`src/rtl/fetch_stage_pkg.sv`:
```
// Shared pipeline types for the fetch stage: FSM states, bubble encoding and the IF/ID bundle.
// The IF/ID bundle is also consumed by decode.
package fetch_stage_pkg;

    typedef enum logic [1:0] {
        START = 2'd0,
        RUN   = 2'd1,
        HALT  = 2'd2
    } fetch_state_e;

    localparam logic [31:0] NOP_WORD = 32'h0000_0000;

    typedef struct packed {
        logic [31:0] instruction;
        logic [31:0] pcplus4;
        logic        valid;
    } if_id_t;

    function automatic if_id_t if_id_bubble();
        if_id_t b;
        b.instruction = NOP_WORD;
        b.pcplus4     = 32'h0;
        b.valid       = 1'b0;
        return b;
    endfunction

    function automatic logic word_in_range(input logic [29:0] word_idx, input int unsigned words);
        return 32'(word_idx) < 32'(words);
    endfunction

    // Index + 1 is formed in 32 bits so the last word of a 2^30-word space never wraps to 0.
    function automatic logic next_word_in_range(input logic [29:0] word_idx, input int unsigned words);
        return (32'(word_idx) + 32'd1) < 32'(words);
    endfunction

endpackage

```
`src/rtl/fetch_stage_next_pc_select.sv`:
```
// Combinational next-PC priority mux: branch > jump-register > jump > stall hold > PC+4.
// Redirect targets are forced word aligned.
module next_pc_select (
    input  logic [31:0] pc,
    input  logic        stall,
    input  logic        branch_taken,
    input  logic [31:0] branch_target,
    input  logic        jump_reg,
    input  logic [31:0] jump_reg_target,
    input  logic        jump,
    input  logic [31:0] jump_target,
    output logic [31:0] next_pc,
    output logic [31:0] seq_pc,
    output logic        redirect
);

    always_comb begin
        seq_pc   = pc + 32'd4;
        redirect = branch_taken | jump_reg | jump;
        next_pc  = seq_pc;
        if (branch_taken) begin
            next_pc = {branch_target[31:2], 2'b00};
        end else if (jump_reg) begin
            next_pc = {jump_reg_target[31:2], 2'b00};
        end else if (jump) begin
            next_pc = {jump_target[31:2], 2'b00};
        end else if (stall) begin
            next_pc = pc;
        end
    end

endmodule

```
`src/rtl/fetch_stage.sv`:
```
// MIPS instruction-fetch stage: PC register, START/RUN/HALT FSM and the IF/ID register.
// Define FETCH_PERF_CNT_EN to add the FetchCount/BubbleCount performance counters.
module fetch_stage
    import fetch_stage_pkg::*;
#(
    parameter logic [31:0] RESET_PC   = 32'h0000_0000,
    parameter int unsigned IMEM_WORDS = 128
) (
    input  logic        Clk,
    input  logic        Reset,
    input  logic        Stall,
    input  logic        Flush,
    input  logic        BranchTaken,
    input  logic [31:0] BranchTarget,
    input  logic        JumpReg,
    input  logic [31:0] JumpRegTarget,
    input  logic        Jump,
    input  logic [31:0] JumpTarget,
    output logic [31:0] IMemAddress,
    input  logic [31:0] IMemInstruction,
    output logic [31:0] IF_ID_Instruction,
    output logic [31:0] IF_ID_PCPlus4,
    output logic        IF_ID_Valid,
    output logic        Halted
`ifdef FETCH_PERF_CNT_EN
    ,
    output logic [31:0] FetchCount,
    output logic [31:0] BubbleCount
`endif
);

    fetch_state_e state_q, state_d;
    logic [31:0]  pc_q, pc_d;
    if_id_t       if_id_q, if_id_d;
    logic         halted_q, halted_d;

    logic [31:0]  next_pc;
    logic [31:0]  seq_pc;
    logic         redirect;

    next_pc_select u_next_pc_select (
        .pc              (pc_q),
        .stall           (Stall),
        .branch_taken    (BranchTaken),
        .branch_target   (BranchTarget),
        .jump_reg        (JumpReg),
        .jump_reg_target (JumpRegTarget),
        .jump            (Jump),
        .jump_target     (JumpTarget),
        .next_pc         (next_pc),
        .seq_pc          (seq_pc),
        .redirect        (redirect)
    );

    always_comb begin
        state_d = state_q;
        pc_d    = pc_q;
        if_id_d = if_id_q;
        case (state_q)
            START: begin
                state_d = RUN;
                pc_d    = RESET_PC;
                if_id_d = if_id_bubble();
            end
            RUN: begin
                if (redirect) begin
                    if_id_d = if_id_bubble();
                    if (word_in_range(next_pc[31:2], IMEM_WORDS)) begin
                        pc_d = next_pc;
                    end else begin
                        state_d = HALT;
                    end
                end else begin
                    if (Flush) begin
                        if_id_d = if_id_bubble();
                    end else if (!Stall) begin
                        if_id_d.instruction = IMemInstruction;
                        if_id_d.pcplus4     = seq_pc;
                        if_id_d.valid       = 1'b1;
                    end
                    // Past the end of memory the PC parks on the last word.
                    if (!Stall) begin
                        if (next_word_in_range(pc_q[31:2], IMEM_WORDS)) begin
                            pc_d = next_pc;
                        end else begin
                            state_d = HALT;
                        end
                    end
                end
            end
            HALT: begin
                if_id_d = if_id_bubble();
                if (redirect && word_in_range(next_pc[31:2], IMEM_WORDS)) begin
                    pc_d    = next_pc;
                    state_d = RUN;
                end
            end
            default: begin
                state_d = START;
                pc_d    = RESET_PC;
                if_id_d = if_id_bubble();
            end
        endcase
        halted_d = (state_d == HALT);
    end

    always_ff @(posedge Clk) begin
        if (Reset) begin
            state_q  <= START;
            pc_q     <= RESET_PC;
            if_id_q  <= if_id_bubble();
            halted_q <= 1'b0;
        end else begin
            state_q  <= state_d;
            pc_q     <= pc_d;
            if_id_q  <= if_id_d;
            halted_q <= halted_d;
        end
    end

    assign IMemAddress       = pc_q;
    assign IF_ID_Instruction = if_id_q.instruction;
    assign IF_ID_PCPlus4     = if_id_q.pcplus4;
    assign IF_ID_Valid       = if_id_q.valid;
    assign Halted            = halted_q;

`ifdef FETCH_PERF_CNT_EN
    logic [31:0] fetch_count_q, fetch_count_d;
    logic [31:0] bubble_count_q, bubble_count_d;
    logic        load_en;

    // A stall in RUN without flush or redirect is a hold, not a load.
    always_comb begin
        load_en        = (state_q != START) &&
                         !((state_q == RUN) && !redirect && !Flush && Stall);
        fetch_count_d  = fetch_count_q + 32'((load_en && if_id_d.valid) ? 1 : 0);
        bubble_count_d = bubble_count_q + 32'((load_en && !if_id_d.valid) ? 1 : 0);
    end

    always_ff @(posedge Clk) begin
        if (Reset) begin
            fetch_count_q  <= 32'h0;
            bubble_count_q <= 32'h0;
        end else begin
            fetch_count_q  <= fetch_count_d;
            bubble_count_q <= bubble_count_d;
        end
    end

    assign FetchCount  = fetch_count_q;
    assign BubbleCount = bubble_count_q;
`endif

endmodule

```
`config.mk`:
```
export PLATFORM = sky130hd
export DESIGN_NAME = fetch_stage
export DESIGN_NICKNAME = d
export VERILOG_FILES = /design/src/rtl/fetch_stage_pkg.sv /design/src/rtl/fetch_stage_next_pc_select.sv /design/src/rtl/fetch_stage.sv
export SDC_FILE = /design/constraint.sdc
export NUM_CORES = 1
export LEC_CHECK = 0
export CAP_MARGIN = 20
export CORE_AREA = 8 8 130 132
export DETAILED_ROUTE_END_ITERATION = 7
export DIE_AREA = 0 0 138 140
export DONT_BUFFER_PORTS = 1
export SETUP_SLACK_MARGIN = 0.2
export SLEW_MARGIN = 10
export SYNTH_ARGS = -nofsm -noshare
export SYNTH_HDL_FRONTEND = slang
export SYNTH_SLANG_ARGS = --single-unit
export TNS_END_PERCENT = 20
```
`constraint.sdc`:
```
create_clock -name Clk -period 7.7 [get_ports Clk]
set_input_delay 1.155 -clock Clk [delete_from_list [all_inputs] [get_ports Clk]]
set_output_delay 1.155 -clock Clk [all_outputs]
set_load 0.01 [all_outputs]
```
# [Word-level counts from Yosys, hierarchy flattened]
# Cells that the tools add are included.
[totals] ff_bits=100 in_bits=135 output_inout_bits=98 word_cells=40
[classes] add_sub_neg=2 order_cmp=2 n_eq_ne=7 mux=16 n_bitwise=3 n_reduce_logical=4
[ops] op="2-to-1 mux 32 bit" n=9
[ops] op="one-hot mux 32 bit (2 select lines)" n=1
[ops] op="adder 32 x 3 -> 32 bit, second input constant" n=1
[ops] op="adder 30 x 1 -> 31 bit, second input constant" n=1
[ops] op="less-than comparator 31 x 8 -> 1 bit, second input constant" n=1
[ops] op="less-than comparator 30 x 8 -> 1 bit, second input constant" n=1
[ops] op="2-to-1 mux 2 bit" n=5
[ops] op="inequality test 3 bit, second input constant" n=3
[ops] op="one-hot mux 2 bit (3 select lines)" n=1
[ops] op="equality test 2 bit, second input constant" n=2
[ops] op="AND reduction 4 bit" n=1
[ops] op="OR reduction 4 bit" n=1
[ops] op="equality test 2 x 1 -> 1 bit, second input constant" n=1
[ops] op="zero test 2 bit" n=1
[ops] op="inequality test 2 bit, second input constant" n=1
[ops] op="OR 1 bit" n=2
[ops] op="logical AND 1 bit" n=1
[ops] op="inverter 1 bit" n=1

# [Longest topological paths before layout]
# Gate-level depths: netlist of the first run.
[logic_depth] depth_word=10 ltp_mapped=15 mapped_depth_nobuf=11

# [Hierarchy]
# A second synthesis of the first run with hierarchy kept.
[unflattened] hier_cells=833 area_unflattened_um2=6860.3
[by_module_without_submodules] mod="fetch_stage" n_inst=1 cells_each=473 area_per_inst_um2=4580.6 seq_area_each_um2=2001.9
[by_module_without_submodules] mod="next_pc_select" n_inst=1 cells_each=360 area_per_inst_um2=2279.7 seq_area_each_um2=0.0

# [Worst setup path before layout of the first run]
# No wires, ideal clock.
[synth_path] kind="input port to flip-flop" from="input JumpReg" to="register pc_q[18] (netlist: IMemAddress[18])" setup_ns=0.070 arrival_time_ns=3.727 t_required_ns=7.630 setup_slack_ns=3.902 stages=13 n_path_buf=3 cell_sequence="buf_2 -> nor2b_1 -> clkbuf_1 -> a221oi_1 -> o22ai_1 -> a311o_1 -> or4_1 -> nor4_1 -> and4b_1 -> buf_4 -> nor2_4 -> or3_1 -> a21oi_1"
[synth_between] elab_chain_len=6 elab_cells_between_ends=17 cone_classes="order compare (1); eq/ne (4); mux (8); bitwise (2); reduce/logical (2)"
[synth_rtl] element="start: declaration" line="fetch_stage.sv:15" text="input logic JumpReg,"
[synth_rtl] element="2-to-1 mux 32 bit" line="fetch_stage_next_pc_select.sv:23" text="end else if (jump_reg) begin"
[synth_rtl] element="2-to-1 mux 32 bit" line="fetch_stage_next_pc_select.sv:21" text="if (branch_taken) begin"
[synth_rtl] element="less-than comparator 30 x 8 -> 1 bit / 2-to-1 mux 32 bit (equally long branches)" line="fetch_stage_pkg.sv:28, fetch_stage.sv:83"
[synth_rtl] element="logical AND 1 bit / 2-to-1 mux 32 bit (equally long branches)" line="fetch_stage.sv:93, fetch_stage.sv:82"
[synth_rtl] element="inequality test 2 bit (no source line) / 2-to-1 mux 32 bit (equally long branches)"
[synth_rtl] element="AND reduction 4 bit (no source line) / one-hot mux 32 bit (2 select lines) (equally long branches)"
[synth_rtl] element="end signal: assignment" line="fetch_stage.sv:115" text="pc_q <= pc_d;"
[synth_rtl] element="end: declaration" line="fetch_stage.sv:33" text="logic [31:0] pc_q, pc_d;"
# Parallel ways exist; a longest one is shown, timed or not. The select of a mux whose other input is x is not followed.
# A chain may end at the register's enable or synchronous reset.

# [Worst setup path after layout of the first run]
[layout_path] from="register pc_q[2] (netlist: IMemAddress[2])" to="register pc_q[2] (netlist: IMemAddress[2])"
[layout_between] elab_chain_len=9 elab_cells_between_ends=19 cone_classes="add/sub (2); order compare (2); eq/ne (3); mux (10); reduce/logical (2)"
[layout_rtl] element="adder 32 x 3 -> 32 bit" line="fetch_stage_next_pc_select.sv:18" text="seq_pc = pc + 32'd4;"
[layout_rtl] element="2-to-1 mux 32 bit" line="fetch_stage_next_pc_select.sv:27" text="end else if (stall) begin"
[layout_rtl] element="2-to-1 mux 32 bit" line="fetch_stage_next_pc_select.sv:25" text="end else if (jump) begin"
[layout_rtl] element="2-to-1 mux 32 bit" line="fetch_stage_next_pc_select.sv:23"
[layout_rtl] element="2-to-1 mux 32 bit" line="fetch_stage_next_pc_select.sv:21"
[layout_rtl] element="less-than comparator 30 x 8 -> 1 bit / 2-to-1 mux 32 bit (equally long branches)" line="fetch_stage_pkg.sv:28, fetch_stage.sv:83"
[layout_rtl] element="logical AND 1 bit / 2-to-1 mux 32 bit (equally long branches)" line="fetch_stage.sv:93, fetch_stage.sv:82"
[layout_rtl] element="inequality test 2 bit (no source line) / 2-to-1 mux 32 bit (equally long branches)"
[layout_rtl] element="AND reduction 4 bit (no source line) / one-hot mux 32 bit (2 select lines) (equally long branches)"
# Parallel ways exist; a longest one is shown, timed or not. The select of a mux whose other input is x is not followed.

==> run_results.csv, run 1 <==
group,metric,value,unit
detailed_routing,wl_met3,2.37,mm
synthesis,ys_warn_count,0,
setup_path,crit_family,"simple AND/OR/NAND/NOR gates",
setup_path,worstPathBufferInverterCount,0,
clocking,post-cts-setup-buffers,0,
timing,fin_worst_skew,0.00912,ns
placed_design,dp_hpwl,15.7,mm
synthesis,synth_edf_count,0,
clocking,cts_resized,0,
synthesis,syn_avg_cell_area,7.63,µm²
timing,period_share,58.1,%
setup_path,critPathRequiredTime,8.00,ns
status,status,"finished, final reports clean",
detailed_routing,ant_nets,0,
placed_design,gp_congestion,0.875,
job,max_cap_viol_count,0,
clocking,numCtsBuffers,9,
placed_design,port_buffers,0,
synthesis,synth_cell_types,65,
power,p_per_area,211,mW/mm²
timing,final-setup-viol-count,0,
setup_path,cp.arrival,4.77,ns
clocking,cts-root-buf,"clkbuf_16",
clocking,clk_path_buf_depth,2,
setup_path,crit_type,"reg -> reg",
detailed_routing,wirelength,20.6,mm
timing,rsz0062_at_grt,"no",
floorplanning,dieArea,0.0193,mm²
global_route,grt_antenna_before_repair,0,
setup_path,r2r-end,"IMemAddress[2]$_SDFFE_PP0P_",
floorplanning,die_y,140,µm
detailed_routing,wl_per_cell,22.9,µm
clocking,hold_buffers,0,
cells_and_area,diodes,0,
setup_path,critPathLaunchType,"register",
setup_path,r2r_slack,3.23,ns
detailed_routing,met2_length,9.39,mm
cells_and_area,fin_area,0.00604,mm²
setup_path,r2r_cells,11,
floorplanning,start_util,39.1,%
detailed_routing,post-route-drc-count,0,
timing,setup-tns-final,0,ns
global_route,grt_pass1_vias,5211,
hold_path,min_path_type,"reg -> reg",
detailed_routing,top_layer,"met4",
detailed_routing,dr.pass1.iters,6,
clocking,clock-sinks,96,
hold_path,worstHoldStart,"IF_ID_Valid$_SDFFE_PP0N_",
floorplanning,coreArea,0.0149,mm²
power,p_leak,2.01,nW
setup_path,slowest_delay,0.63,ns
global_route,grt_pass1_wl,31.5,mm
cells_and_area,fillers,1512,
timing,min_period,4.47,ns
global_route,grt_max_degree,107,
synthesis,ys_ff_latch,96,
clocking,cts-htree-levels,3,
setup_path,path_max_fanout,27,
detailed_routing,vias,5614,
synthesis,ys_seq_area_share,33.0,%
setup_path,cp_cell_sequence,"ha_1 > nand4_1 > nor4_1 > xnor2_1 > o221ai_1 > or4_1 > nor4_1 > and4b_1 > nor2_4 > nor4_4 > a22o_1",
timing,finalHoldViolations,0,
detailed_routing,wirelength_met1,8.55,mm
setup_path,reg2reg_from,"IMemAddress[2]$_SDFFE_PP0P_",
cells_and_area,final_nets,847,
synthesis,netlist_instances,762,
setup_path,slowest_stage,"or4_1",
hold_path,min_to,"IF_ID_Valid$_SDFFE_PP0N_",
cells_and_area,regArea,0.00192,mm²
cells_and_area,drive_gt1_share,4.21,%
cells_and_area,multi_input_area,0.00353,mm²
global_route,grt_use_total,20.2,%
timing,worstMarginPinSlew,1.13,ns
global_route,gr-total-overflow,0,
hold_path,hold_depth,2,
timing,whs,0.518,ns
timing,relSlewSlack,24.2,%
floorplanning,die_w,138,µm
setup_path,cp-end-kind,"register",
timing,fmax,224,MHz
setup_path,worst_path_most_repeated_cell,"nor4_1",
clocking,cts.clk_slew.worst_paths,0.07,ns
synthesis,async_reset_ff_share,0,%
placed_design,postPlaceCellArea,0.00575,mm²
timing,maxSlewViolCount,0,
cells_and_area,area_delta_synth_final,3.79,%
detailed_routing,avgViaCountPerCell,6.24,
clocking,clkLatencyLatePin,0.35,ns
floorplanning,std_cell_rows,45,
power,vdd_drop_max,109,µV
detailed_routing,drt-initial-drc-count,538,
floorplanning,io_pins,233,
clocking,cts_tree,"built",
synthesis,ys.flop_type,"dfxtp_1",
synthesis,syn_area,0.00582,mm²
-- cells in the mapped netlist, drive strengths merged (2+ instances only) --
master  instances  area [µm²]
buf            35         198
ha              5        62.6
o31a            2        17.5
a31o            2        17.5
o21ai          34         170
a31oi           5        31.3
o22ai           5        31.3
and4            5        43.8
a22o            6        52.6
xnor2          30         263
clkbuf         36         135
a221o           7        70.1
nand2b          7        43.8
o41ai           2        17.5
and3            7        43.8
or3            12        75.1
o211ai          3        22.5
a21oi          65         329
nor3b           2        15.0
nor4b           2        17.5
dfxtp          96        1920
nor2          109         417
nand2          75         282
and2            2        12.5
xor2           17         149
nand4          13         103
a22oi          10        75.1
nor2b           6        37.5
or4             2        15.0
o221ai          7        61.3
nor4           20         161
mux2i          36         360
nand3          32         165
nor3           25         125
inv            14        52.6
a221oi          7        61.3
-- report_power, final --
group          internal [mW]  leakage [nW]  switching (mW)
Clock                  0.226         0.135           0.215
Combinational         0.0968          1.09           0.144
Sequential             0.519         0.776          0.0738
Total                  0.841          2.01           0.432
-- routing by layer --
layer	track usage [%]	vias up
li1	-	2611
met1	24.8	2615
met2	32.1	361
met3	7.07	27
met4	7.38	0
met5	0	-
-- worst register-to-register path: stages (launching register included) --
cell and delay [ns]:
dfxtp_1 0.61, ha_1 0.31, nand4_1 0.45, nor4_1 0.41, xnor2_1 0.20, o221ai_1 0.18
or4_1 0.63, nor4_1 0.27, and4b_1 0.49, nor2_4 0.22, nor4_4 0.45, a22o_1 0.20
-- cell type report --
type,count,share of cell area [%]
Multi-Input combinational cell,584,58.4
Sequential cell,96,31.8
Tap cell,188,3.90
Clock buffer,9,3.73
Clock inverter,7,1.02
Inverter,14,0.870
Timing Repair Buffer,2,0.249
-- state kept, by name, indices dropped and copies added, names as in the netlist --
register	count
Halted	1
IF_ID_Instruction	32
IF_ID_PCPlus4	30
IF_ID_Valid	1
IMemAddress	30
state_q	2
-- cells in the final DEF, fill, tap and decap left out, types with 6 or more instances in the layout --
cell type  Yosys  routed
inv_1         14      14
xor2_1        17      17
o221ai_1       7       7
xnor2_1       30      30
a221o_1        7       7
nand2_1       75      75
nor3_1        25      25
nand2b_1       7       7
or3_1         12      12
and3_1         7       7
a22oi_1       10      10
nor2_1       108     108
a21oi_1       64      64
clkbuf_16      0       9
nor4_1        17      17
nor2b_1        6       6
dfxtp_1       96      96
mux2i_1       36      36
nand3_1       31      30
a221oi_1       7       7
a22o_1         6       6
o21ai_0       33      33
nand4_1       11      11
-- per-stage QoR --
stage | instances | worst slack (ns) | util, % | total power [mW]
final | 900 | 3.23 | 40.6 | 1.27
after CTS | 900 | 3.25 | 40.6 | 1.28
after global placement | 884 | 3.10 | 38.7 | 0.832
after floorplan | 765 | 3.90 | - | 0.796
after global routing | 900 | 2.86 | 40.6 | 1.33
after detailed placement | 884 | 3.09 | 38.7 | 0.839
-- logic make-up after synthesis --
kind of cell               count (synthesis)  share of synthesized area [%]
AOI/OAI and AO/OA                        169                           18.6
xor gates and xnor gates                  47                           7.08
adders and majority gates                  5                           1.08
buffers and inverters                     85                           6.63
DFF                                       96                           33.0
muxes                                     36                           6.19
other                                      1                         0.0645
and+or+nand+nor                          323                           27.4
-- worst max-delay path by stage --
stage                              endpoint                         start  slack (ns)  cells past startpoint
2_1_floorplan  IMemAddress[18]$_SDFFE_PP0P_                       JumpReg        3.90                     13
3_3_place_gp    IMemAddress[3]$_SDFFE_PP0P_                       JumpReg        3.10                     10
3_5_place_dp    IMemAddress[2]$_SDFFE_PP0P_                       JumpReg        3.09                     10
4_1_cts         IMemAddress[2]$_SDFFE_PP0P_   IMemAddress[2]$_SDFFE_PP0P_        3.25                     11
5_1_grt         IMemAddress[2]$_SDFFE_PP0P_  IMemAddress[11]$_SDFFE_PP0P_        2.86                     10
6_report        IMemAddress[2]$_SDFFE_PP0P_   IMemAddress[2]$_SDFFE_PP0P_        3.23                     11
(Power assumes the default switching activity.)
==> run 2: changes to the inputs <==
clock period = 3.7 ns   (was 7.7 ns; I/O delays follow)
==> run 2 against run 1 <==
Compared with the run above:
- register-to-register slack got worse by 3.0 ns
- non-clock buffer count is 52 higher
- routed wire length rose by 3.8%
- maximum frequency grew 28%
- critical endpoint is now IMemAddress[5]$_SDFFE_PP0P_
- largest cell class unchanged
- largest power group unchanged
==> run_results.csv, run 2 (synthesis gave the netlist of run 1 again) <==
group,metric,value,unit
timing,fin_worst_skew,0.0115,ns
cells_and_area,fillers,1492,
clocking,cts_tree,"built",
timing,rsz0062_at_grt,"no",
power,switchingPower,0.921,mW
detailed_routing,post-route-drc-count,0,
cells_and_area,layout_common_cells,"nor2_1 (108), dfxtp_1 (89), nand2_1 (74), a21oi_1 (63), buf_4 (53)",
floorplanning,start_util,39.1,%
setup_path,cp-end-kind,"register",
hold_path,hold_depth,1,
setup_path,reg2reg_from,"IMemAddress[10]$_SDFFE_PP0P_",
power,p_per_area,430,mW/mm²
timing,worstMarginPinSlew,0.716,ns
timing,finalHoldViolations,0,
global_route,gr-total-overflow,0,
global_route,grt_pass1_vias,5617,
floorplanning,die_y,140,µm
floorplanning,die_w,138,µm
status,status,"finished, final reports clean",
floorplanning,io_pins,233,
power,p_int,1.89,mW
power,vdd_drop_max,219,µV
timing,period_share,94.1,%
placed_design,dp_hpwl,16.5,mm
power,report.power.total,2.81,mW
setup_path,path_max_fanout,17,
cells_and_area,final_nets,899,
timing,fmax,287,MHz
timing,setup-tns-final,0,ns
clocking,cts-htree-levels,3,
detailed_routing,wirelength,21.4,mm
clocking,clock-sinks,96,
global_route,grt_max_degree,107,
power,pwr-share-clk,35.0,%
global_route,grt_pass1_wl,32.8,mm
clocking,numCtsBuffers,9,
job,max_cap_viol_count,0,
hold_path,min_path_type,"in -> reg",
setup_path,r2r-end,"IMemAddress[5]$_SDFFE_PP0P_",
setup_path,critPathLaunchType,"register",
hold_path,worstHoldStart,"Reset",
power,sw_frac_of_total,32.8,%
cells_and_area,area_delta_synth_final,12.4,%
clocking,clk_path_buf_depth,2,
clocking,cts-root-buf,"clkbuf_16",
timing,relSlewSlack,52.3,%
timing,min_period,3.48,ns
clocking,clkLatencyLatePin,0.36,ns
setup_path,r2r_cells,11,
global_route,grt_antenna_before_repair,0,
timing,maxSlewViolCount,0,
detailed_routing,ant_nets,0,
floorplanning,coreArea,0.0149,mm²
detailed_routing,wl_per_cell,22.5,µm
floorplanning,dieArea,0.0193,mm²
detailed_routing,vias,5774,
detailed_routing,drt-initial-drc-count,469,
power,power_frac_seq,41.1,%
cells_and_area,final_common_cell,"nor2_1",
detailed_routing,dr.pass1.iters,6,
timing,final-setup-viol-count,0,
setup_path,critPathRequiredTime,3.99,ns
power,p_leak,2.33,nW
setup_path,cp.arrival,3.78,ns
placed_design,port_buffers,0,
cells_and_area,largest_reg_flops,32,
global_route,grt_use_total,21.0,%
detailed_routing,avgViaCountPerCell,6.07,
power,comb_power_share,23.9,%
setup_path,r2r_slack,0.22,ns
clocking,hold_buffers,0,
floorplanning,std_cell_rows,45,
hold_path,min_to,"IMemAddress[11]$_SDFFE_PP0P_",
cells_and_area,diodes,0,
cells_and_area,drive_gt1_share,12.8,%
setup_path,crit_type,"reg -> reg",
placed_design,gp_congestion,0.890,
placed_design,dpl_worst_slack,0.0491,ns
clocking,cts.clk_slew.worst_paths,0.08,ns
timing,finalWorstSetupSlack,0.217,ns
[run 2: repair_timing]
item / 4_1_cts / 5_1_grt
pin swaps: 1 / 2
setup buffers: 1 / 1
gates resized for setup: 6 / 14
setup endpoints to repair: 31 / 33
[run 2: critical path: stages (launching register included)]
cell	delay (ns)
dfxtp_2	0.45
nand4_4	0.23
or4_4	0.63
o31a_1	0.26
o21ai_0	0.29
a2bb2oi_1	0.17
nor4b_1	0.30
and4b_2	0.36
nor2_4	0.12
nor4_4	0.28
buf_4	0.20
a22o_1	0.12
[run 2: how the worst max path moves through the flow]
stage / from / endpoint / cells after the start
2_1_floorplan: IMemAddress[2]$_SDFFE_PP0P_ / IMemAddress[18]$_SDFFE_PP0P_ / 11
3_3_place_gp: IMemAddress[2]$_SDFFE_PP0P_ / IMemAddress[6]$_SDFFE_PP0P_ / 12
3_5_place_dp: IMemAddress[2]$_SDFFE_PP0P_ / IMemAddress[6]$_SDFFE_PP0P_ / 12
4_1_cts: IMemAddress[2]$_SDFFE_PP0P_ / IMemAddress[8]$_SDFFE_PP0P_ / 12
5_1_grt: IMemAddress[10]$_SDFFE_PP0P_ / IMemAddress[8]$_SDFFE_PP0P_ / 12
6_report: IMemAddress[10]$_SDFFE_PP0P_ / IMemAddress[5]$_SDFFE_PP0P_ / 11
[run 2: routing by layer]
| layer | track usage [%] | routed length, µm |
|---|---|---|
| met5 | 0 | 0 |
| met1 | 25.4 | 8900 |
| met3 | 7.44 | 2380 |
| met2 | 33.7 | 9690 |
| met4 | 7.78 | 468 |
[run 2: stage by stage]
| step | std cells | hold WS (ns) | area (µm²) | utilization (%) |
|---|---|---|---|---|
| after floorplan | 765 | 0.474 | 5830 | - |
| after global placement | 934 | 0.496 | 6140 | 41.3 |
| after detailed placement | 934 | 0.505 | 6140 | 41.3 |
| after CTS | 951 | 0.248 | 6480 | 43.6 |
| after global routing | 952 | 0.244 | 6540 | 44.0 |
| final | 952 | 0.255 | 6540 | 44.0 |
[run 2: power by group through the flow]
stage / Clock [mW] / Combinational (mW) / Sequential, mW
finish: 0.984 / 0.672 / 1.16
global route: 1.04 / 0.729 / 1.16
CTS: 1.01 / 0.653 / 1.15
detailed placement: 0 / 0.649 / 1.18
global placement: 0 / 0.638 / 1.17
floorplan: 0 / 0.494 / 1.16
[run 2: area by class of cell]
type / instances / area [µm²] / area share (%)
Tap cell: 188 / 235 / 3.60
Clock inverter: 7 / 87.6 / 1.34
Clock buffer: 9 / 225 / 3.45
Inverter: 14 / 52.6 / 0.804
Sequential cell: 96 / 1940 / 29.6
Timing Repair Buffer: 54 / 418 / 6.39
Multi-Input combinational cell: 584 / 3580 / 54.8
==> run 3: changes to the inputs <==
CORE_AREA = 8 8 110 112   (was 8 8 130 132)
DIE_AREA = 0 0 118 120   (was 0 0 138 140)
PLACE_DENSITY = 0.75   (was unset)
RECOVER_POWER = 25   (was unset)
==> run 3 against run 2 <==
Compared with the run above:
- via count down 0.76%
- clock skew down 0.0016 ns
- maximum frequency up 3.0%
- flip-flop and latch count unchanged
- die area down 27%
- critical path type unchanged
- largest power group unchanged
==> run_results.csv, run 3 (synthesis gave the netlist of run 1 again) <==
group,metric,value,unit
status,status,"finished, final reports clean",
timing,final-setup-viol-count,0,
cells_and_area,final_nets,895,
global_route,grt_max_degree,107,
clocking,cts.clk_slew.worst_paths,0.10,ns
cells_and_area,diodes,0,
clocking,cts-htree-levels,3,
placed_design,gp_congestion,0.926,
detailed_routing,wl_per_cell,22.2,µm
detailed_routing,vias,5730,
setup_path,cp-end-kind,"register",
power,p_leak,2.28,nW
setup_path,critPathRequiredTime,3.94,ns
setup_path,cp.arrival,3.63,ns
timing,finalWorstSetupSlack,0.318,ns
cells_and_area,layout_common_cells,"nor2_1 (108), dfxtp_1 (89), nand2_1 (74), a21oi_1 (64), buf_4 (49)",
cells_and_area,drive_gt1_share,12.6,%
detailed_routing,ant_nets,0,
timing,maxSlewViolCount,0,
floorplanning,std_cell_rows,38,
power,p_int,1.87,mW
hold_path,min_path_type,"in -> reg",
setup_path,crit_type,"reg -> reg",
setup_path,critPathLaunchType,"register",
floorplanning,coreArea,0.0105,mm²
global_route,grt_pass1_vias,5607,
detailed_routing,avgViaCountPerCell,6.37,
cells_and_area,fillers,982,
floorplanning,start_util,55.4,%
placed_design,postPlaceCellArea,0.00605,mm²
cells_and_area,largest_reg_flops,32,
timing,finalHoldViolations,0,
global_route,gr-total-overflow,0,
power,p_per_area,422,mW/mm²
hold_path,hold_depth,1,
power,comb_power_share,24.3,%
placed_design,dpl_worst_slack,-0.0282,ns
timing,min_period,3.38,ns
clocking,clkLatencyLatePin,0.37,ns
placed_design,dp_hpwl,15.3,mm
clocking,clk_path_buf_depth,2,
cells_and_area,area_delta_synth_final,10.4,%
clocking,clock-sinks,96,
timing,fin_worst_skew,0.00990,ns
timing,relSlewSlack,51.6,%
floorplanning,io_pins,233,
timing,fmax,296,MHz
clocking,cts_tree,"built",
cells_and_area,final_common_cell,"nor2_1",
power,sw_frac_of_total,31.1,%
clocking,cts-root-buf,"clkbuf_8",
timing,rsz0062_at_grt,"no",
floorplanning,die_y,120,µm
setup_path,r2r_cells,13,
setup_path,path_max_fanout,5,
floorplanning,dieArea,0.0142,mm²
global_route,grt_use_total,26.9,%
power,pwr-share-clk,33.0,%
timing,worstMarginPinSlew,0.726,ns
power,switchingPower,0.843,mW
detailed_routing,dr.pass1.iters,6,
global_route,grt_antenna_before_repair,0,
detailed_routing,post-route-drc-count,0,
detailed_routing,drt-initial-drc-count,652,
timing,whs,0.238,ns
power,power_frac_seq,42.7,%
clocking,numCtsBuffers,9,
timing,period_share,91.4,%
floorplanning,die_w,118,µm
job,max_cap_viol_count,0,
global_route,grt_pass1_wl,31.1,mm
detailed_routing,wirelength,20.0,mm
power,vdd_drop_max,201,µV
cells_and_area,fin_area,0.00642,mm²
power,report.power.total,2.71,mW
placed_design,port_buffers,0,
==> run 3: metrics by stage <==
step           instances  TNS, ns  utilization (%)
2_1_floorplan        765        0                -
3_5_place_dp         882   -0.120             57.6
6_report             899        0             61.1
3_3_place_gp         882        0             57.6
4_1_cts              899        0             60.4
5_1_grt              899        0             61.1
==> run 3: power groups by stage <==
stage          Sequential, mW  Combinational (mW)  Clock (mW)
2_1_floorplan            1.16               0.494           0
5_1_grt                  1.16               0.711       0.951
4_1_cts                  1.15               0.637       0.904
3_5_place_dp             1.18               0.630           0
6_report                 1.16               0.658       0.895
3_3_place_gp             1.17               0.619           0
==> run 3: critical path, stage by stage (launching register included) <==
cell and delay (ns):
dfxtp_2 0.42, nand3b_1 0.17, buf_4 0.19, nor4_1 0.35
buf_4 0.21, and4_1 0.19, nor3_1 0.07, o41ai_1 0.44
nor4b_2 0.11, and4b_2 0.32, buf_4 0.17, nor2_1 0.12
a22oi_1 0.12, nor4b_1 0.39
==> run 3: worst paths after layout <==
check / start / endpoint / slack, ns
worst min-delay path: Reset / IMemAddress[19]$_SDFFE_PP0P_ / 0.24
worst max register to register: IMemAddress[9]$_SDFFE_PP0P_ / Halted$_SDFF_PP0_ / 0.32
worst min register to register: IMemAddress[13]$_SDFFE_PP0P_ / IMemAddress[13]$_SDFFE_PP0P_ / 0.51
worst max-delay path: IMemAddress[9]$_SDFFE_PP0P_ / Halted$_SDFF_PP0_ / 0.32
==> run 3: final cells by class <==
class | instances | area, µm² | area share, %
flip-flops and latches | 96 | 1940 | 30.1
well taps | 140 | 175 | 2.73
clock inverters | 6 | 138 | 2.14
clock buffers | 9 | 124 | 1.93
inverters | 14 | 52.6 | 0.818
repair buffers | 50 | 388 | 6.04
multi-input cells | 584 | 3610 | 56.2
==> run 3: metal layers <==
metal  part of all wire, %  global-route usage [%]  vias to the layer above
li1                      -                       -                     2689
met3                    11                    9.82                       42
met1                    40                    31.5                     2657
met4                   2.6                    8.73                        0
met2                    47                    44.9                      342
met5                     0                       0                        -
==> run 3: what timing repair did <==
item	in CTS	in global routing
endpoints found under the setup margin	33	33
pin swaps	3	4
gates resized for setup	5	20
hold buffers	0	0
setup buffers	2	0
